## config.mk

```make
export PLATFORM = sky130hd
export DESIGN_NAME = count_tracker
export DESIGN_NICKNAME = d
export VERILOG_FILES = /design/src/rtl/count_tracker.sv
export SDC_FILE = /design/constraint.sdc
export NUM_CORES = 1
export LEC_CHECK = 0
export CORE_UTILIZATION = 50
export DETAILED_ROUTE_END_ITERATION = 8
export GPL_TIMING_DRIVEN = 0
export PLACE_DENSITY = 0.74
export SYNTH_ARGS = -nofsm -noshare
export SYNTH_HDL_FRONTEND = slang
export SYNTH_SLANG_ARGS = --single-unit
```

## constraint.sdc

```tcl
create_clock -name clk -period 8.85 [get_ports clk]
set_input_delay 1.77 -clock clk [delete_from_list [all_inputs] [get_ports clk]]
set_output_delay 1.77 -clock clk [all_outputs]
set_load 0.005 [all_outputs]
```

## src/rtl/count_tracker.sv

```systemverilog
// rtl/count_tracker.sv - step/wrap checker for three counters with a round-robin event FIFO
// Optional feature: define COUNT_TRACKER_WRAP_EVENT_EN to also emit kind 1 (wrap) events.
module count_tracker #(
  parameter int WIDTH      = 8,
  parameter int WRAP_CNT_W = 16,
  parameter int FIFO_DEPTH = 4
) (
  input  logic                  clk,
  input  logic                  reset,
  input  logic                  enable,
  input  logic [WIDTH-1:0]      count0,
  input  logic [WIDTH-1:0]      count1,
  input  logic [WIDTH-1:0]      count2,
  output logic                  evt_valid,
  input  logic                  evt_ready,
  output logic [WIDTH+3:0]      evt_data,
  output logic [WRAP_CNT_W-1:0] wrap_cnt0,
  output logic [WRAP_CNT_W-1:0] wrap_cnt1,
  output logic [WRAP_CNT_W-1:0] wrap_cnt2,
  output logic                  err_any,
  output logic [7:0]            drop_cnt
);
  localparam int RW = WIDTH + 4;
  localparam int AW = $clog2(FIFO_DEPTH);
  localparam logic [AW:0] OCC_FULL = (AW+1)'(FIFO_DEPTH);
`ifdef COUNT_TRACKER_WRAP_EVENT_EN
  localparam bit WRAP_EVT = 1'b1;
`else
  localparam bit WRAP_EVT = 1'b0;
`endif

  typedef enum logic {UNARMED = 1'b0, TRACK = 1'b1} ch_state_t;

  ch_state_t             state_q  [3];
  ch_state_t             state_d  [3];
  logic [WIDTH-1:0]      cnt      [3];
  logic [WIDTH-1:0]      prev_q   [3];
  logic [WIDTH-1:0]      diff     [3];
  logic [WRAP_CNT_W-1:0] wrap_q   [3];
  logic [RW-1:0]         pend_d_q [3];
  logic [RW-1:0]         new_rec  [3];
  logic [2:0]            pend_v_q, step_err, wrap_hit, new_evt, grant, drop;
  logic [1:0]            rr_q, gnt_idx, drop_sum;
  logic                  push, pop;
  logic [RW-1:0]         mem_q [FIFO_DEPTH];
  logic [AW-1:0]         wr_q, rd_q;
  logic [AW:0]           occ_q;
  logic [8:0]            drop_wide;

  assign cnt[0]    = count0;
  assign cnt[1]    = count1;
  assign cnt[2]    = count2;
  assign wrap_cnt0 = wrap_q[0];
  assign wrap_cnt1 = wrap_q[1];
  assign wrap_cnt2 = wrap_q[2];
  assign evt_valid = (occ_q != '0);
  assign evt_data  = evt_valid ? mem_q[rd_q] : {RW{1'b0}};

  function automatic logic [1:0] rr_idx(input logic [1:0] base, input logic [1:0] k);
    logic [2:0] j;
    j = {1'b0, base} + {1'b0, k};
    if (j >= 3'd3) j = j - 3'd3;
    return j[1:0];
  endfunction

  always_comb begin
    step_err = '0;
    wrap_hit = '0;
    new_evt  = '0;
    for (int i = 0; i < 3; i++) begin
      state_d[i]  = enable ? TRACK : UNARMED;
      diff[i]     = cnt[i] - prev_q[i];
      step_err[i] = enable && (state_q[i] == TRACK) && (diff[i] > WIDTH'(1));
      wrap_hit[i] = enable && (state_q[i] == TRACK) && (diff[i] == WIDTH'(1)) && (cnt[i] == '0);
      new_evt[i]  = step_err[i] || (WRAP_EVT && wrap_hit[i]);
      new_rec[i]  = {i[1:0], step_err[i] ? 2'd0 : 2'd1, step_err[i] ? cnt[i] : {WIDTH{1'b0}}};
    end
  end

  always_comb begin
    pop     = evt_valid && evt_ready;
    push    = 1'b0;
    gnt_idx = rr_q;
    grant   = '0;
    if ((occ_q != OCC_FULL) || pop) begin
      // Scan from farthest to nearest so the channel closest to rr_q is the last writer.
      for (int k = 2; k >= 0; k--) begin
        if (pend_v_q[rr_idx(rr_q, k[1:0])]) begin
          push    = 1'b1;
          gnt_idx = rr_idx(rr_q, k[1:0]);
        end
      end
      if (push) grant[gnt_idx] = 1'b1;
    end
    drop      = new_evt & pend_v_q & ~grant;
    drop_sum  = 2'(drop[0]) + 2'(drop[1]) + 2'(drop[2]);
    drop_wide = {1'b0, drop_cnt} + {7'b0, drop_sum};
  end

  always_ff @(posedge clk) begin
    if (!reset) begin
      for (int i = 0; i < 3; i++) begin
        state_q[i]  <= UNARMED;
        prev_q[i]   <= '0;
        wrap_q[i]   <= '0;
        pend_d_q[i] <= '0;
      end
      pend_v_q <= '0;
      rr_q     <= '0;
      wr_q     <= '0;
      rd_q     <= '0;
      occ_q    <= '0;
      err_any  <= 1'b0;
      drop_cnt <= '0;
    end else begin
      for (int i = 0; i < 3; i++) begin
        state_q[i] <= state_d[i];
        if (enable) prev_q[i] <= cnt[i];
        if (wrap_hit[i] && (wrap_q[i] != '1)) wrap_q[i] <= wrap_q[i] + 1'b1;
        // A slot freed by this cycle's grant can take the new event on the same edge.
        if (new_evt[i] && !drop[i]) begin
          pend_v_q[i] <= 1'b1;
          pend_d_q[i] <= new_rec[i];
        end else if (grant[i]) begin
          pend_v_q[i] <= 1'b0;
        end
      end
      if (|step_err) err_any <= 1'b1;
      drop_cnt <= drop_wide[8] ? 8'hff : drop_wide[7:0];
      if (push) begin
        wr_q <= wr_q + 1'b1;
        rr_q <= (gnt_idx == 2'd2) ? 2'd0 : gnt_idx + 2'd1;
      end
      if (pop) rd_q <= rd_q + 1'b1;
      if (push && !pop) occ_q <= occ_q + 1'b1;
      else if (!push && pop) occ_q <= occ_q - 1'b1;
    end
  end

  always_ff @(posedge clk) begin
    if (push) mem_q[wr_q] <= pend_d_q[gnt_idx];
  end
endmodule

```

==> results of run 1 <==
## area by class of cell
class	count	area, um2	area share
multi-input cells	536	3711	0.3474
clock inverters	13	96.34	0.009020
repair buffers	97	968.4	0.09066
inverters	51	196.4	0.01839
plain buffers	30	163.9	0.01534
flip-flops and latches	169	4835	0.4526
well taps	225	281.5	0.02636
clock buffers	18	429.2	0.04018
## critical path: cells and delay by family
| family | cells | cell delay (ps) |
|---|---|---|
| and+or+nand+nor | 6 | 1940 |
| adders and majority gates | 5 | 1480 |
| buffers and inverters | 5 | 920 |
| AOI/OAI and AO/OA | 1 | 140 |
## synthesized netlist by cell type, types with 5 or more instances
library cell  number  area (um2)
nor3_1            14       70.07
and2_1            18       112.6
nand4_1            7       43.79
a21oi_1           30       150.1
xor2_1            29       254.0
o21ai_0           21       105.1
nor2_1           107       401.6
mux4_2            11       247.7
nand2b_1           8       50.05
buf_6              5       56.30
and3_1            41       256.5
a31oi_1            5       31.28
nor4_1             5       31.28
ha_1              33       412.9
mux2i_1           18       180.2
clkbuf_1          17       63.81
buf_2              5       25.02
fa_1               6       120.1
xnor2_1           30       262.8
edfxtp_1         145        4354
nand3_1           26       130.1
nand2_1           57       214.0
inv_1             50       187.7
dfxtp_1           24       480.5
nor2b_1            9       56.30
o21a_1             6       45.04
## state kept, by name, summed over array words and instances, names as in the netlist, named ones only
| register | count |
|---|---|
| drop_cnt | 8 |
| mem_q | 44 |
| wr_q | 2 |
| pend_d_q | 29 |
| rd_q | 2 |
| err_any | 1 |
| prev_q | 24 |
| occ_q | 3 |
| state_q | 1 |
| wrap_q | 48 |
| rr_q | 2 |
| pend_v_q | 3 |
## power groups by stage
| stage | clock [W] | sequential (W) | combinational (W) |
|---|---|---|---|
| 6_report | 0.000675 | 0.000984 | 0.000497 |
| 5_1_grt | 0.000714 | 0.000991 | 0.000554 |
| 4_1_cts | 0.000681 | 0.000985 | 0.000503 |
| 3_5_place_dp | 0 | 0.00100 | 0.000499 |
| 3_3_place_gp | 0 | 0.000999 | 0.000491 |
| 2_1_floorplan | 0 | 0.000992 | 0.000336 |
## metrics by stage
step	power (W)	worst slack [ps]	hold WS (ps)	area, um2
6_report	0.002155	2940	503.1	10680
5_1_grt	0.002260	2753	532.7	10680
4_1_cts	0.002169	2979	504.9	10680
3_5_place_dp	0.001500	2546	494.9	10160
3_3_place_gp	0.001490	2594	479.0	10150
2_1_floorplan	0.001328	3520	461.9	8906
## path summary, 6_finish.rpt
kind | to | slack [ps] | cells past startpoint
max reg2reg | drop_cnt[3] | 4530 | 15
max | drop_cnt[3] | 2940 | 17
min reg2reg | occ_q[2] | 500 | 2
min | occ_q[2] | 500 | 2
## layout by cell type, fill, tap and decap left out, types with 6 or more instances in the layout
cell	n
nand2b_1	8
and2_1	18
o21a_1	6
clkbuf_16	17
and3_1	41
fa_1	6
dfxtp_1	24
nor3_1	14
clkdlybuf4s50_1	96
edfxtp_1	145
nand3_1	26
clkbuf_1	18
xnor2_1	30
mux2i_1	18
nand2_1	57
nand4_1	7
nor2b_1	9
a21oi_1	30
mux4_2	11
nor2_1	107
xor2_1	29
ha_1	33
inv_1	50
o21ai_0	19
## kinds of logic after synthesis
kind of cell             after synthesis
AO/OA/AOI/OAI                         98
XOR/XNOR                              59
adder cells (fa/ha/maj)               40
buffers and inverters                 81
flip-flops                           169
multiplexers                          30
other                                  1
AND/OR/NAND/NOR                      308
## metal layers
metal  global-route usage  vias up  routed length, um  part of all wire
met1               0.2632     2962               8100              0.44
met3              0.05013       33                931             0.051
li1                     -     3041                  -                 -
met4              0.08677        0                433             0.024
met2               0.3547      138               8912              0.48
met5                    0        -                  0                 0
==> metrics.md, run 1 <==
| Metric | Value |
|---|---|
| Outcome | `finished, final reports clean` |
| Net Sw Frac | `0.2787` |
| Overall routing resource usage | `0.2118` |
| Ant diodes | `0` |
| Clock power frac | `0.313` |
| Initial antenna violation count | `0` |
| Comb power frac | `0.230` |
| CP max-delay cell | `or4_1` |
| Pin count of the biggest net entering global routing | `25` |
| Final nets | `between 900 and 1k` |
| Number of DRC markers in iteration 0 | `roughly 420` |
| Cts bufs inserted | `17` |
| Post-Synth XOR/XNOR Area | `0.05802` |
| Yosys cell types | `73` |
| Main combinational cell family by area after synthesis | `simple AND/OR/NAND/NOR gates` |
| Adder-Cell Fraction of Synth Area | `0.06097` |
| Yosys reg bits | `169` |
| Worst ir drop on vdd | `between 0.00015 and 0.0002 V` |
| Post_cts resized | `0` |
| Max-slew headroom | `0.2044` |
| Maximum capacitance violations | `0` |
| Mapped cell area | `8906 um2` |
| Setup TNS | `0 ps` |
| CP endpoint kind | `flip-flop` |
| Vias/cell | `between 5 and 6` |
| First-pass detailed-route iteration total | `5` |
| Clock latency on the worst-skew pair | `between 400 and 500 ps` |
| Internal | `between 0.0015 and 0.002 W` |
| Postcts setup bufs | `0` |
| Maximum clock frequency | `between 150 and 200 MHz` |
| Synth-to-layout area growth | `19.94%` |
| Mean Syn Cell Area | `11.33 um2` |
| Synth Area in Simple Gates | `0.1686` |
| Row cnt | `48` |
| Initial Utilization | `0.5131` |
| Dpl cells | `between 1k and 1.5k` |
| Crit path DAT | `roughly 6300 ps` |
| H-Tree Depth | `4` |
| GPL Wtd Cong | `approximately 0.9` |
| Core area | `17360 um2` |
| CTS Root Buffer Type | `clkbuf_16` |
| Die ar. | `about 18000 um2` |
| Die X | `between 100 and 150 um` |
| Number of global-route vias before repair | `between 6k and 7k` |
| Sw Pwr | `0.0006007 W` |
| Main synth FF type | `edfxtp_1` |
| CP max stage delay | `between 500 and 600 ps` |
| DP Wirelength | `13220 um` |
| CP Launch Type | `input port` |
| Cts hold-fix bufs | `0` |
| Vias after detailed routing | `6174` |
| Top Ports | `98` |
| Post-DRT Antenna Nets | `0` |
| Clk sink count | `169` |
| Asr flop ratio synth | `0` |
| CTS Buffer Depth | `2` |
| CP cell instances | `clkdlybuf4s50_1 -> inv_1 -> ha_1 -> inv_1 -> fa_1 -> or4_1 -> or4_4 -> nor2b_1 -> clkbuf_1 -> nand2_1 -> fa_1 -> inv_1 -> ha_1 -> fa_1 -> nand4_1 -> or2_2 -> a21oi_1` |
| Number of flops mapped to enable cells by yosys | `approximately 150` |
| Non-filler instance count after layout | `between 1k and 1.5k` |
| CTS tree | `done` |
| Fin Clk Skew | `about 9.1 ps` |
| Seq/Total Area, Yosys | `0.5428` |
| Synth Area in Compound Gates | `0.07938` |
| Final Cycle Share | `0.6678` |
| Fin. Hold Viols | `0` |
| Leakage | `between 3 and 4 nW` |
| Power Density | `slightly above 200 nW/um2` |
| First-pass GRT wire length | `a little under 30000 um` |
| Slew @ Worst Pin | `1193 ps` |
| CP Max Fanout | `10` |
| Mapped Nets | `roughly 850` |
| Post-synthesis mux area share | `0.04931` |
| Pins Over Slew Limit | `0` |
| DRC Markers | `0` |
| DR WL/cell | `about 16 um` |
| Minimum clock period | `between 5000 and 6000 ps` |
| CP Launch Point | `count2[0]` |
| Worst Min Path Start | `occ_q[2]` |
| Unrepaired setup endpoints after global routing | `false` |
| Gr ovfl total | `0` |
| Req. time, crit path | `between 9000 and 10000 ps` |
| Die span in y | `roughly 140 um` |
| Mapped Cells | `roughly 790` |
| Clk slew on worst S/H paths | `~70 ps` |
| Util after Layout | `0.6154` |
| IO Port Bufs | `96` |
| Fillcell total | `1425` |
| Register share of total power | `0.456` |
| Ys Warns | `0` |
| Hold Path Class | `flip-flop to flip-flop` |
| Fraction of final layout cells sized beyond drive strength 1 | `0.07877` |
| Setup CP Type | `input port to flip-flop` |
| Final setup vio count | `0` |
| Worst r2r src | `prev_q[0][16]` |
| Final wirelength | `18380 um` |
No activity file was read; power rests on OpenSTA's default activity.
==> inputs of run 2 (changes only) <==
- clock period: 8.85 -> 5.9 ns (I/O delays scaled with it)
==> results of run 2 <==
Same layout as run 1 (identical final DEF). Status: finished, final reports clean.
Among the figures that moved: setup slack after placement 2546 ps -> 186.1 ps; setup slack after layout 2940 ps -> 580.3 ps; register-to-register setup slack 4530 ps -> 1580 ps; total power 0.002155 W -> 0.003233 W; worst IR drop on VDD 0.0001551 V -> 0.0002326 V
==> inputs of run 3 (changes only) <==
- HOLD_SLACK_MARGIN: default -> 0.15
==> results of run 3 <==
Same layout as run 1 (identical final DEF). Status: finished, final reports clean.
Among the figures that moved: setup slack after placement 2546 ps -> 186.1 ps; setup slack after layout 2940 ps -> 580.3 ps; register-to-register setup slack 4530 ps -> 1580 ps; total power 0.002155 W -> 0.003233 W; worst IR drop on VDD 0.0001551 V -> 0.0002326 V
